`src/rtl/wb_spi_dac_ctl.sv`:
```
// Wishbone-sequenced 24-bit SPI DAC shifter with one pending word, programmable SCLK divider and status.
// Optional: define DAC_INIT_EN to transmit RESET_WORD once automatically after reset.
module wb_spi_dac_ctl #(
  parameter int          DIV_WIDTH   = 8,
  parameter int          DIV_DEFAULT = 10,
  parameter int          SYNC_GAP    = 5,
  parameter logic [23:0] RESET_WORD  = 24'h007F22
) (
  input  logic        i_clk,
  input  logic        i_rst_n,
  input  logic        i_wb_cyc,
  input  logic        i_wb_stb,
  output logic        o_wb_stall,
  output logic        o_wb_ack,
  input  logic        i_wb_we,
  input  logic [1:0]  i_wb_addr,
  input  logic [31:0] i_wb_data,
  input  logic [3:0]  i_wb_sel,
  output logic [31:0] o_wb_data,
  output logic        o_spi_sclk,
  output logic        o_spi_mosi,
  output logic        o_spi_sync_n,
  output logic        o_busy
);

  localparam int GAP_HALVES = 2 * SYNC_GAP;
  localparam int GW         = $clog2(GAP_HALVES + 1);

  typedef enum logic [1:0] {IDLE, LOAD, SHIFT, GAP} state_t;

  state_t               state_reg, state_next;
  logic                 ack_reg;
  logic [31:0]          rdata_reg;
  logic [23:0]          data_reg;
  logic [DIV_WIDTH-1:0] div_reg;
  logic                 pending_reg, pending_next;
  logic                 ovr_reg, ovr_next;
  logic [23:0]          shift_reg;
  logic [DIV_WIDTH-1:0] div_lat_reg;
  logic [DIV_WIDTH-1:0] div_cnt_reg;
  logic [4:0]           bit_cnt_reg;
  logic [GW-1:0]        gap_cnt_reg;
  logic                 sclk_reg;
  logic [31:0]          rd_word;
  logic                 wb_acc, data_wr, data_full_wr, ovr_clr, div_wr, consume, tick, framing;
  logic                 unused_bits;

  assign wb_acc       = i_wb_cyc & i_wb_stb;
  assign data_wr      = wb_acc & i_wb_we & (i_wb_addr == 2'd0);
  assign data_full_wr = data_wr & (&i_wb_sel[2:0]);
  assign div_wr       = wb_acc & i_wb_we & (i_wb_addr == 2'd2);
  assign ovr_clr      = wb_acc & i_wb_we & (i_wb_addr == 2'd1) & i_wb_sel[0] & i_wb_data[2];
  assign consume      = (state_reg == IDLE) & pending_reg;
  assign tick         = (div_cnt_reg == div_lat_reg);
  assign framing      = (state_reg == LOAD) | (state_reg == SHIFT);
  assign unused_bits  = &{1'b0, i_wb_data[31:24], i_wb_sel[3]};

  assign o_wb_stall   = 1'b0;
  assign o_wb_ack     = ack_reg;
  assign o_wb_data    = rdata_reg;
  assign o_spi_sclk   = sclk_reg;
  assign o_spi_mosi   = framing & shift_reg[23];
  assign o_spi_sync_n = ~framing;
  assign o_busy       = (state_reg != IDLE);

`ifdef DAC_INIT_EN
  logic init_reg;
  always_ff @(posedge i_clk) begin
    if (!i_rst_n) init_reg <= 1'b1;
    else          init_reg <= 1'b0;
  end
`endif

  // A host write landing in the consume cycle wins, so the new word stays pending without OVR.
  always_comb begin
    pending_next = pending_reg;
    ovr_next     = ovr_reg;
    if (consume)      pending_next = 1'b0;
    if (data_full_wr) pending_next = 1'b1;
`ifdef DAC_INIT_EN
    if (init_reg)     pending_next = 1'b1;
`endif
    if (ovr_clr)      ovr_next = 1'b0;
    if (data_full_wr && pending_reg && !consume) ovr_next = 1'b1;
  end

  always_comb begin
    rd_word = '0;
    case (i_wb_addr)
      2'd0:    rd_word[23:0]          = data_reg;
      2'd1:    rd_word[2:0]           = {ovr_reg, pending_reg, o_busy};
      2'd2:    rd_word[DIV_WIDTH-1:0] = div_reg;
      default: rd_word                = '0;
    endcase
  end

  always_ff @(posedge i_clk) begin
    if (!i_rst_n) begin
      ack_reg     <= 1'b0;
      rdata_reg   <= '0;
      data_reg    <= RESET_WORD;
      div_reg     <= DIV_WIDTH'(DIV_DEFAULT);
      pending_reg <= 1'b0;
      ovr_reg     <= 1'b0;
    end else begin
      ack_reg     <= wb_acc;
      rdata_reg   <= (wb_acc && !i_wb_we) ? rd_word : '0;
      pending_reg <= pending_next;
      ovr_reg     <= ovr_next;
      if (data_wr)
        for (int b = 0; b < 3; b++)
          if (i_wb_sel[b]) data_reg[8*b +: 8] <= i_wb_data[8*b +: 8];
      if (div_wr)
        for (int b = 0; b < DIV_WIDTH; b++)
          if (i_wb_sel[b/8]) div_reg[b] <= i_wb_data[b];
    end
  end

  always_ff @(posedge i_clk) begin
    if (!i_rst_n) state_reg <= IDLE;
    else          state_reg <= state_next;
  end

  // SHIFT ends on the low half-period that follows the 24th falling edge.
  always_comb begin
    state_next = state_reg;
    case (state_reg)
      IDLE:  if (pending_reg) state_next = LOAD;
      LOAD:  if (tick) state_next = SHIFT;
      SHIFT: if (tick && !sclk_reg && bit_cnt_reg == 5'd24) state_next = GAP;
      GAP:   if (tick && gap_cnt_reg == GW'(GAP_HALVES - 1)) state_next = IDLE;
      default: state_next = IDLE;
    endcase
  end

  always_ff @(posedge i_clk) begin
    if (!i_rst_n) begin
      shift_reg   <= '0;
      div_lat_reg <= DIV_WIDTH'(DIV_DEFAULT);
      div_cnt_reg <= '0;
      bit_cnt_reg <= '0;
      gap_cnt_reg <= '0;
      sclk_reg    <= 1'b0;
    end else begin
      div_cnt_reg <= tick ? '0 : div_cnt_reg + 1'b1;
      case (state_reg)
        IDLE: begin
          sclk_reg    <= 1'b0;
          div_cnt_reg <= '0;
          bit_cnt_reg <= '0;
          gap_cnt_reg <= '0;
          if (pending_reg) begin
            shift_reg   <= data_reg;
            div_lat_reg <= div_reg;
          end
        end
        LOAD: if (tick) sclk_reg <= 1'b1;
        SHIFT: if (tick) begin
          if (sclk_reg) begin
            sclk_reg  <= 1'b0;
            shift_reg <= {shift_reg[22:0], 1'b0};
            if (bit_cnt_reg != 5'd24) bit_cnt_reg <= bit_cnt_reg + 5'd1;
          end else if (bit_cnt_reg != 5'd24) begin
            sclk_reg <= 1'b1;
          end
        end
        GAP: begin
          sclk_reg <= 1'b0;
          if (tick) gap_cnt_reg <= gap_cnt_reg + 1'b1;
        end
        default: sclk_reg <= 1'b0;
      endcase
    end
  end

endmodule

```
`config.mk`:
```
export PLATFORM = sky130hd
export DESIGN_NAME = wb_spi_dac_ctl
export DESIGN_NICKNAME = d
export VERILOG_FILES = /design/src/rtl/wb_spi_dac_ctl.sv
export SDC_FILE = /design/constraint.sdc
export NUM_CORES = 1
export LEC_CHECK = 0
export ABC_AREA = 1
export CAP_MARGIN = 20
export CORE_MARGIN = 2
export CORE_UTILIZATION = 51
export DETAILED_ROUTE_END_ITERATION = 7
export PLACE_DENSITY = 0.75
export SETUP_SLACK_MARGIN = 0.05
export SLEW_MARGIN = 20
export SYNTH_ARGS = -nofsm -noshare
export SYNTH_HDL_FRONTEND = slang
export SYNTH_SLANG_ARGS = --single-unit
```
`constraint.sdc`:
```
create_clock -name i_clk -period 2.21 [get_ports i_clk]
set_clock_uncertainty 0.1 [all_clocks]
set_input_delay 0.221 -clock i_clk [delete_from_list [all_inputs] [get_ports i_clk]]
set_output_delay 0.221 -clock i_clk [all_outputs]
set_load 0.02 [all_outputs]
```
## Word-level counts from Yosys, hierarchy flattened

Index checks and enable logic that the tools add are counted.

- Bits in registers: 119
- Input port bits: 43
- Output and inout port bits: 38
- Word-level logic and storage cells: 107

- Add/sub/neg operators: 3
- Equality and inequality tests: 17
- Multiplexer cells: 26
- Bitwise logic cells: 13
- Reduce and logical (&&, ||, !) cells: 31

Operator list:

| cell | number |
|---|---|
| $mux W24 | 3 |
| $pmux W24 S2 | 1 |
| $pmux W5 S2 | 2 |
| $reduce_and A2 Y1 | 8 |
| $mux W5 | 3 |
| $ne A2 B2 Y1 const B | 6 |
| $reduce_and A4 Y1 | 3 |
| $and A1 B1 Y1 | 10 |
| $reduce_bool A2 Y1 | 5 |
| $pmux W3 S3 | 1 |
| $add A8 B1 Y8 const B | 1 |
| $eq A8 B8 Y1 | 1 |
| $mux W1 | 8 |
| $mux W2 | 4 |
| $pmux W2 S4 | 1 |
| $pmux W4 S2 | 1 |
| $eq A2 B2 Y1 const B | 3 |
| $logic_and A1 B1 Y1 | 6 |
| $reduce_and A3 Y1 | 2 |
| $add A5 B1 Y5 const B | 1 |
| $eq A5 B5 Y1 const B | 1 |
| $ne A5 B5 Y1 const B | 1 |
| $add A4 B1 Y4 const B | 1 |
| $eq A2 B1 Y1 const B | 2 |
| other kinds (10) | 15 |

## Longest topological paths before layout

Gate-level depths: netlist of run 1.

- Depth after elaboration: 7
- Mapped depth: 13

## Least setup slack after synthesis of run 1

Ideal clock, no wire load.

- Path kind: reg2reg
- Start point: register state_reg[0]
- End point: register shift_reg[10]
- Library setup time: 0.071 ns
- Arrival: 1.639 ns
- Required time: 2.039 ns
- Setup slack: 0.400 ns
- Cell stages (with the launch flop): 9
- Cells stage by stage: dfxtp_1 -> inv_1 -> ha_1 -> inv_2 -> nor2_1 -> nor2_2 -> buf_2 -> nand3_1 -> a21oi_2

- Word-level cells in the longest chain between the ends: 3

RTL lines:

| element | RTL line | RTL |
|---|---|---|
| start, declared | 31 | `state_t state_reg, state_next;` |
| start signal, assigned | 121 | `else state_reg <= state_next;` |
| $eq A2 B2 Y1 / $logic_not A2 Y1 (equally long branches) | 146 | `case (state_reg)` |
| $ne A2 B2 Y1 (no source line) / $reduce_bool A2 Y1 (equally long branches) | n/a |  |
| $reduce_and A4 Y1 (no source line) | n/a |  |
| end signal, assigned | 153 | `shift_reg <= data_reg;` |
| end signal, assigned | 161 | `shift_reg <= {shift_reg[22:0], 1'b0};` |
| end, declared | 38 | `logic [23:0] shift_reg;` |

Several ways; a longest one is shown, not always the timed one.
A chain may end at the register's enable or synchronous reset.

## Worst setup path after layout of run 1

- Start point: register state_reg[0]
- End point: output o_spi_mosi

- Word-level cells in the longest chain between the ends: 3

RTL lines:

| element | RTL line | RTL |
|---|---|---|
| $eq A2 B1 Y1 / $eq A2 B2 Y1 (equally long branches) | 55 | `assign framing = (state_reg == LOAD) \| (state_reg == SHIFT);` |
| $or A1 B1 Y1 * | 55 |  |
| $and A1 B1 Y1 * | 62 | `assign o_spi_mosi = framing & shift_reg[23];` |
| end, declared | 21 | `output logic o_spi_mosi,` |

Every way passes the cells marked *; elsewhere a longest branch is shown, timed or not.

==> impl_metrics.env, run 1 <==
export IMPL_p_leak_uw=0.00222
export IMPL_wl_per_cell_um=12.3
export IMPL_final_setup_tns_ps=0
export IMPL_cts_tree="done"
export IMPL_cts_clk_slew_worst_paths_ps=100
export IMPL_layout_setup_ws_ps=224
export IMPL_final_hold_viol_count=0
export IMPL_die_x_um=102
export IMPL_slew_violations=0
export IMPL_pwr_share_clk_pct=24.2
export IMPL_synth_seq_cells=111
export IMPL_syn_area_um2=4920
export IMPL_ys_seq_area_share_pct=45.2
export IMPL_path_delay_family="buffers and inverters"
export IMPL_slowest_stage="dfxtp_1"
export IMPL_dieArea_um2=10400
export IMPL_synth_fa_ha_area_share_pct=2.29
export IMPL_setup_worst_path_end_class="output pin"
export IMPL_start_util_pct=53.0
export IMPL_ys_warnings_count=0
export IMPL_start_kind="flip-flop"
export IMPL_hold_class="in2reg"
export IMPL_synth_simple_area_share_pct=23.8
export IMPL_synth_cell_type_count=33
export IMPL_p_seq_share_pct=45.1
export IMPL_netlist_top_cells_count="dfxtp_1 (111), nand2_1 (96), nor2_1 (65)"
export IMPL_synth_compound_area_share_pct=15.9
export IMPL_maxCapViolCount=0
export IMPL_cts_sinks=111
export IMPL_synth_largest_area_cell="dfxtp_1"
export IMPL_power_density_nw_per_um2=852
export IMPL_htree_levels=3
export IMPL_setup_viol=0
export IMPL_synth_xor_area_share_pct=2.14
export IMPL_io_pins=81
export IMPL_grt_max_degree=50
export IMPL_critical_path_max_stage_delay_ps=420
export IMPL_p_switching_uw=1780
export IMPL_grt_pass1_wl_um=16700
export IMPL_grtUsageTotal_pct=20.0
export IMPL_root_buffer="clkbuf_8"
export IMPL_cts_buffer_depth=2
export IMPL_yosys_area_top_type_share_pct=45.2
export IMPL_synth_top_family_by_area="simple AND/OR/NAND/NOR gates"
export IMPL_layout_drive_gt1_share_pct=13.5
export IMPL_first_global_vias=3693
export IMPL_syn_inst=614
export IMPL_final_nets=719
export IMPL_synthTopCellsByArea="dfxtp_1 (45%), nand2_1 (7.3%), o21ai_0 (5.9%), nor2_1 (5.0%), inv_1 (4.9%)"
export IMPL_gr_total_overflow=0
export IMPL_antenna_cells=0
export IMPL_area_delta_synth_final_pct=16.7
export IMPL_p_sw_share_pct=36.5
export IMPL_placementRows=35
export IMPL_timing_slew_headroom_pct=63.6
export IMPL_port_buffers=62
export IMPL_synth_area_per_cell_um2=8.01
export IMPL_rsz0062_at_grt="false"
export IMPL_synth_most_common_cell="dfxtp_1"
export IMPL_drtIter0Drc=172
export IMPL_drt_pass1_iter_count=5
export IMPL_async_flop_share_pct=0
export IMPL_cp_max_fo=4
export IMPL_insertion_delay_ps=370
export IMPL_vias=3941
export IMPL_max_vdd_ir_drop_mv=0.576
export IMPL_status="complete, no violations"
export IMPL_synth_ff_type="dfxtp_1"
export IMPL_combPwrFrac_pct=30.8
export IMPL_synth_edf_count=0
export IMPL_min_period_ps=1990
export IMPL_ant_nets=0
export IMPL_fmax_ghz=0.504
export IMPL_antenna_found_initial=0
export IMPL_numCtsBuffers=9
export IMPL_dp_final_hpwl_um=6970
export IMPL_required_ps=1890
export IMPL_crit_top_cell="inv_1"
export IMPL_path_class="reg2out"
export IMPL_path_buf_inv=3
export IMPL_wl_um=9890
export IMPL_core_area_um2=9280
export IMPL_synthMuxAreaShare_pct=0
export IMPL_place_ws_ps=108
export IMPL_cp_arrival_ps=1660
export IMPL_intPower_uw=3100
export IMPL_finalCritPeriodShare_pct=89.9
export IMPL_vias_per_cell=4.92
export IMPL_cp_cell_sequence="inv_1, ha_1, nand2_1, inv_1, dlygate4sd2_1"
export IMPL_gp_congestion=0.818
export IMPL_die_y_um=102
export IMPL_drc=0
export IMPL_worst_pin_slew_ps=546
placed cells by master, fill, tap and decap left out, drive strengths merged, types with 9 or more instances in the layout:
cell           synthesis  routed
ha                     9       9
nand3                 43      43
conb                   1       9
o211ai                12      12
clkbuf                16      12
nand2                121     121
inv                   72      74
a21oi                 53      53
o21ai                 58      58
clkdlybuf4s50          0      59
nor2                  70      70
dfxtp                111     111
logic make-up (layout without fill, tap and decap cells):
family,Yosys count,count (layout)
AO/OA/AOI/OAI,131,131
XOR/XNOR,12,12
adder cells (fa/ha/maj),9,9
buffers and inverters,106,156
flip-flops,111,111
other,1,9
AND/OR/NAND/NOR,244,244
tightest hold or removal path, stage by stage:
cell and delay [ps]:
clkdlybuf4s50_1 400, nand2_1 60, o211ai_1 70
final timing paths:
check,from,endpoint,slack [ps],depth (start not counted)
setup reg to reg,state_reg[0]$_SDFFE_PN0P_,shift_reg[3]$_SDFFE_PN0P_,250,10
hold reg to reg,data_reg[20]$_SDFFE_PN0P_,o_wb_data[20]$_SDFF_PN0_,370,2
hold / removal,i_wb_data[11],data_reg[11]$_SDFFE_PN1P_,320,3
setup / recovery,state_reg[0]$_SDFFE_PN0P_,o_spi_mosi,220,5
repair_timing:
| item | CTS | global route |
|---|---|---|
| gates cloned | 0 | 0 |
| setup buffers | 0 | 0 |
| setup endpoints to repair | 3 | 2 |
| resized for setup | 3 | 1 |
| hold buffers | 0 | 0 |
power by group through the flow:
stage | Combinational, uW | Sequential, uW | Clock, uW
floorplan | 1320 | 2240 | 0
global placement | 1480 | 2240 | 0
detailed placement | 1520 | 2250 | 0
CTS | 1510 | 2200 | 1210
global route | 1670 | 2220 | 1290
finish | 1500 | 2200 | 1180
through the flow:
stage | power, uW | cell area, um2 | hold WS (ps) | util, % | cells
after floorplan | 3560 | 4950 | 234 | - | 622
after global placement | 3720 | 5550 | 347 | 59.8 | 785
after detailed placement | 3770 | 5550 | 352 | 59.8 | 785
after CTS | 4920 | 5740 | 315 | 61.8 | 801
after global routing | 5180 | 5740 | 320 | 61.8 | 801
final | 4890 | 5740 | 322 | 61.8 | 801
area by class of cell:
cell class	instances	area, um2
Inverter	72	283
Timing Repair Buffer	68	674
Clock inverter	4	36.3
Clock buffer	12	155
Sequential cell	111	2220
Fill cell	845	3550
Multi-Input combinational cell	405	2200
Tap cell	129	161
per-layer routing:
layer	GRT usage [%]	share of wire, %	wire, um	vias to the layer above
met2	33.6	49	4840	78
met5	0	0	0	-
met1	25.8	46	4530	1792
met4	4.31	0.92	91	0
li1	-	-	-	2062
met3	5.61	4.3	423	9
Power figures use the tool's default switching activity.
==> run 2, diff against run 1 <==
- CORE_MARGIN: 2 -> 3
==> run 2 against run 1 <==
Effect of this change:
- sequential cell count unchanged
- setup slack got worse by 3.0 ps
- hold slack got worse by 4.8 ps
- global-route usage decreased by 1.1 points
- critical endpoint is now o_spi_sync_n
- sequential share of layout area about the same
- clock power increased by 3%
- sequential power about the same
- cell count unchanged
- first-iteration DRC count decreased by 14%
- via count increased by 0.48%
==> impl_metrics.env, run 2 (same netlist as run 1, synthesis figures left out) <==
export IMPL_status="complete, no violations"
export IMPL_crit_start="state_reg[0]$_SDFFE_PN0P_"
export IMPL_cp_max_fo=4
export IMPL_drt_pass1_iter_count=5
export IMPL_max_vdd_ir_drop_mv=0.460
export IMPL_dp_final_hpwl_um=7130
export IMPL_grt_max_degree=50
export IMPL_worstRegToRegCells=10
export IMPL_io_pins=81
export IMPL_wl_um=9980
export IMPL_dieArea_um2=10900
export IMPL_hold_class="in2reg"
export IMPL_dp_cells=785
export IMPL_cp_cell_sequence="inv_1, ha_1, inv_1, dlygate4sd2_1"
export IMPL_r2r_slack_ps=240
export IMPL_maxCapViolCount=0
export IMPL_cts_buffer_depth=2
export IMPL_placementRows=35
export IMPL_p_leak_uw=0.00222
export IMPL_path_delay_family="buffers and inverters"
export IMPL_antenna_found_initial=0
export IMPL_p_switching_uw=1770
export IMPL_cts_sinks=111
export IMPL_cts_tree="done"
export IMPL_cts_clk_slew_worst_paths_ps=100
export IMPL_path_class="reg2out"
export IMPL_finalNonFillerCells=801
export IMPL_start_kind="flip-flop"
export IMPL_insertion_delay_ps=380
export IMPL_timing_rr_end="shift_reg[3]$_SDFFE_PN0P_"
export IMPL_p_sw_share_pct=36.0
export IMPL_final_hold_viol_count=0
export IMPL_layout_drive_gt1_share_pct=13.5
export IMPL_finalCritPeriodShare_pct=90.0
export IMPL_slowest_stage="dfxtp_1"
export IMPL_rsz0062_at_grt="false"
export IMPL_vias=3960
export IMPL_start_util_pct=53.0
export IMPL_numCtsBuffers=9
export IMPL_final_setup_tns_ps=0
export IMPL_wl_per_cell_um=12.5
export IMPL_final_cell_mix="dfxtp_1 (111), nand2_1 (96), nor2_1 (65)"
export IMPL_min_period_ps=1990
export IMPL_path_buf_inv=3
export IMPL_root_buffer="clkbuf_8"
export IMPL_hold_depth=3
export IMPL_power_density_nw_per_um2=858
export IMPL_combPwrFrac_pct=30.5
export IMPL_required_ps=1890
export IMPL_antenna_cells=0
export IMPL_vias_per_cell=4.94
export IMPL_pwr_share_clk_pct=24.8
export IMPL_gr_total_overflow=0
export IMPL_grt_pass1_wl_um=17200
export IMPL_fillerInstances=823
export IMPL_cts_setup_buffers=0
export IMPL_cp_arrival_ps=1670
export IMPL_htree_levels=3
export IMPL_worstReg2RegStart="state_reg[0]$_SDFFE_PN0P_"
export IMPL_final_util_pct=61.8
export IMPL_path_depth=4
export IMPL_drtIter0Drc=148
export IMPL_endpoint="o_spi_sync_n"
export IMPL_first_global_vias=3868
export IMPL_setup_worst_path_end_class="output pin"
export IMPL_final_common_cell="dfxtp_1"
export IMPL_final_nets=719
export IMPL_fmax_ghz=0.503
export IMPL_grtUsageTotal_pct=18.9
export IMPL_die_y_um=104
export IMPL_area_delta_synth_final_pct=16.8
export IMPL_die_x_um=104
export IMPL_setup_viol=0
export IMPL_slew_violations=0
export IMPL_ant_nets=0
export IMPL_fin_hold_ws_ps=317
export IMPL_critical_path_max_stage_delay_ps=420
export IMPL_crit_top_cell="inv_1"
export IMPL_intPower_uw=3150
export IMPL_worst_pin_slew_ps=602
export IMPL_timing_slew_headroom_pct=59.9
export IMPL_core_area_um2=9280
export IMPL_drc=0
export IMPL_port_buffers=62
export IMPL_p_seq_share_pct=44.7
export IMPL_gp_congestion=0.830
[run 2: worst min path at each step]
stage	slack, ps	from	to
after floorplan	230	i_wb_data[1]	div_reg[1]$_SDFFE_PN1P_
after global routing	330	i_wb_stb	o_wb_ack$_SDFF_PN0_
final	320	i_wb_stb	o_wb_ack$_SDFF_PN0_
after detailed placement	350	data_reg[15]$_SDFFE_PN0P_	o_wb_data[15]$_SDFF_PN0_
after CTS	320	i_wb_stb	o_wb_ack$_SDFF_PN0_
after global placement	350	data_reg[15]$_SDFFE_PN0P_	o_wb_data[15]$_SDFF_PN0_
[run 2: layout make-up]
cell class	instances	area [um2]	area share [%]
Tap cell	129	161	2.81
Timing Repair Buffer	68	674	11.7
Clock buffer	10	128	2.22
Multi-Input combinational cell	405	2200	38.4
Inverter	72	283	4.93
Clock inverter	6	68.8	1.20
Sequential cell	111	2220	38.7
[run 2: layer usage]
layer,GRT usage [%],vias up,routed length (um)
met1,22.8,1812,4440
li1,-,2057,-
met3,3.23,9,452
met2,33.8,82,4980
met4,6.74,0,116
met5,0,-,0
[run 2: power by group through the flow]
stage	sequential, uW	clock [uW]	combinational (uW)
floorplan	2240	0	1320
global placement	2240	0	1480
detailed placement	2250	0	1520
CTS	2200	1240	1500
global route	2220	1330	1660
finish	2200	1220	1500
[run 2: stage by stage]
| stage | total power [uW] | setup WS (ps) | cell area [um2] |
|---|---|---|---|
| global route | 5210 | 85.3 | 5740 |
| finish | 4930 | 221 | 5740 |
| floorplan | 3560 | 400 | 4950 |
| detailed placement | 3770 | 152 | 5550 |
| global placement | 3720 | 234 | 5550 |
| CTS | 4950 | 196 | 5740 |
[run 2: worst reg2reg max path, delay by kind of cell (launching register included)]
family                     cells  cell delay (ps)
AOI/OAI and AO/OA              1               60
buffers and inverters          4              520
adders and majority gates      1              310
and+or+nand+nor                4              430
DFF                            1              420
[run 2: repair_timing]
| action | 4_1_cts | 5_1_grt |
|---|---|---|
| gates resized for setup | 3 | 2 |
| endpoints found under the setup margin | 3 | 5 |
| hold buffers | 0 | 0 |
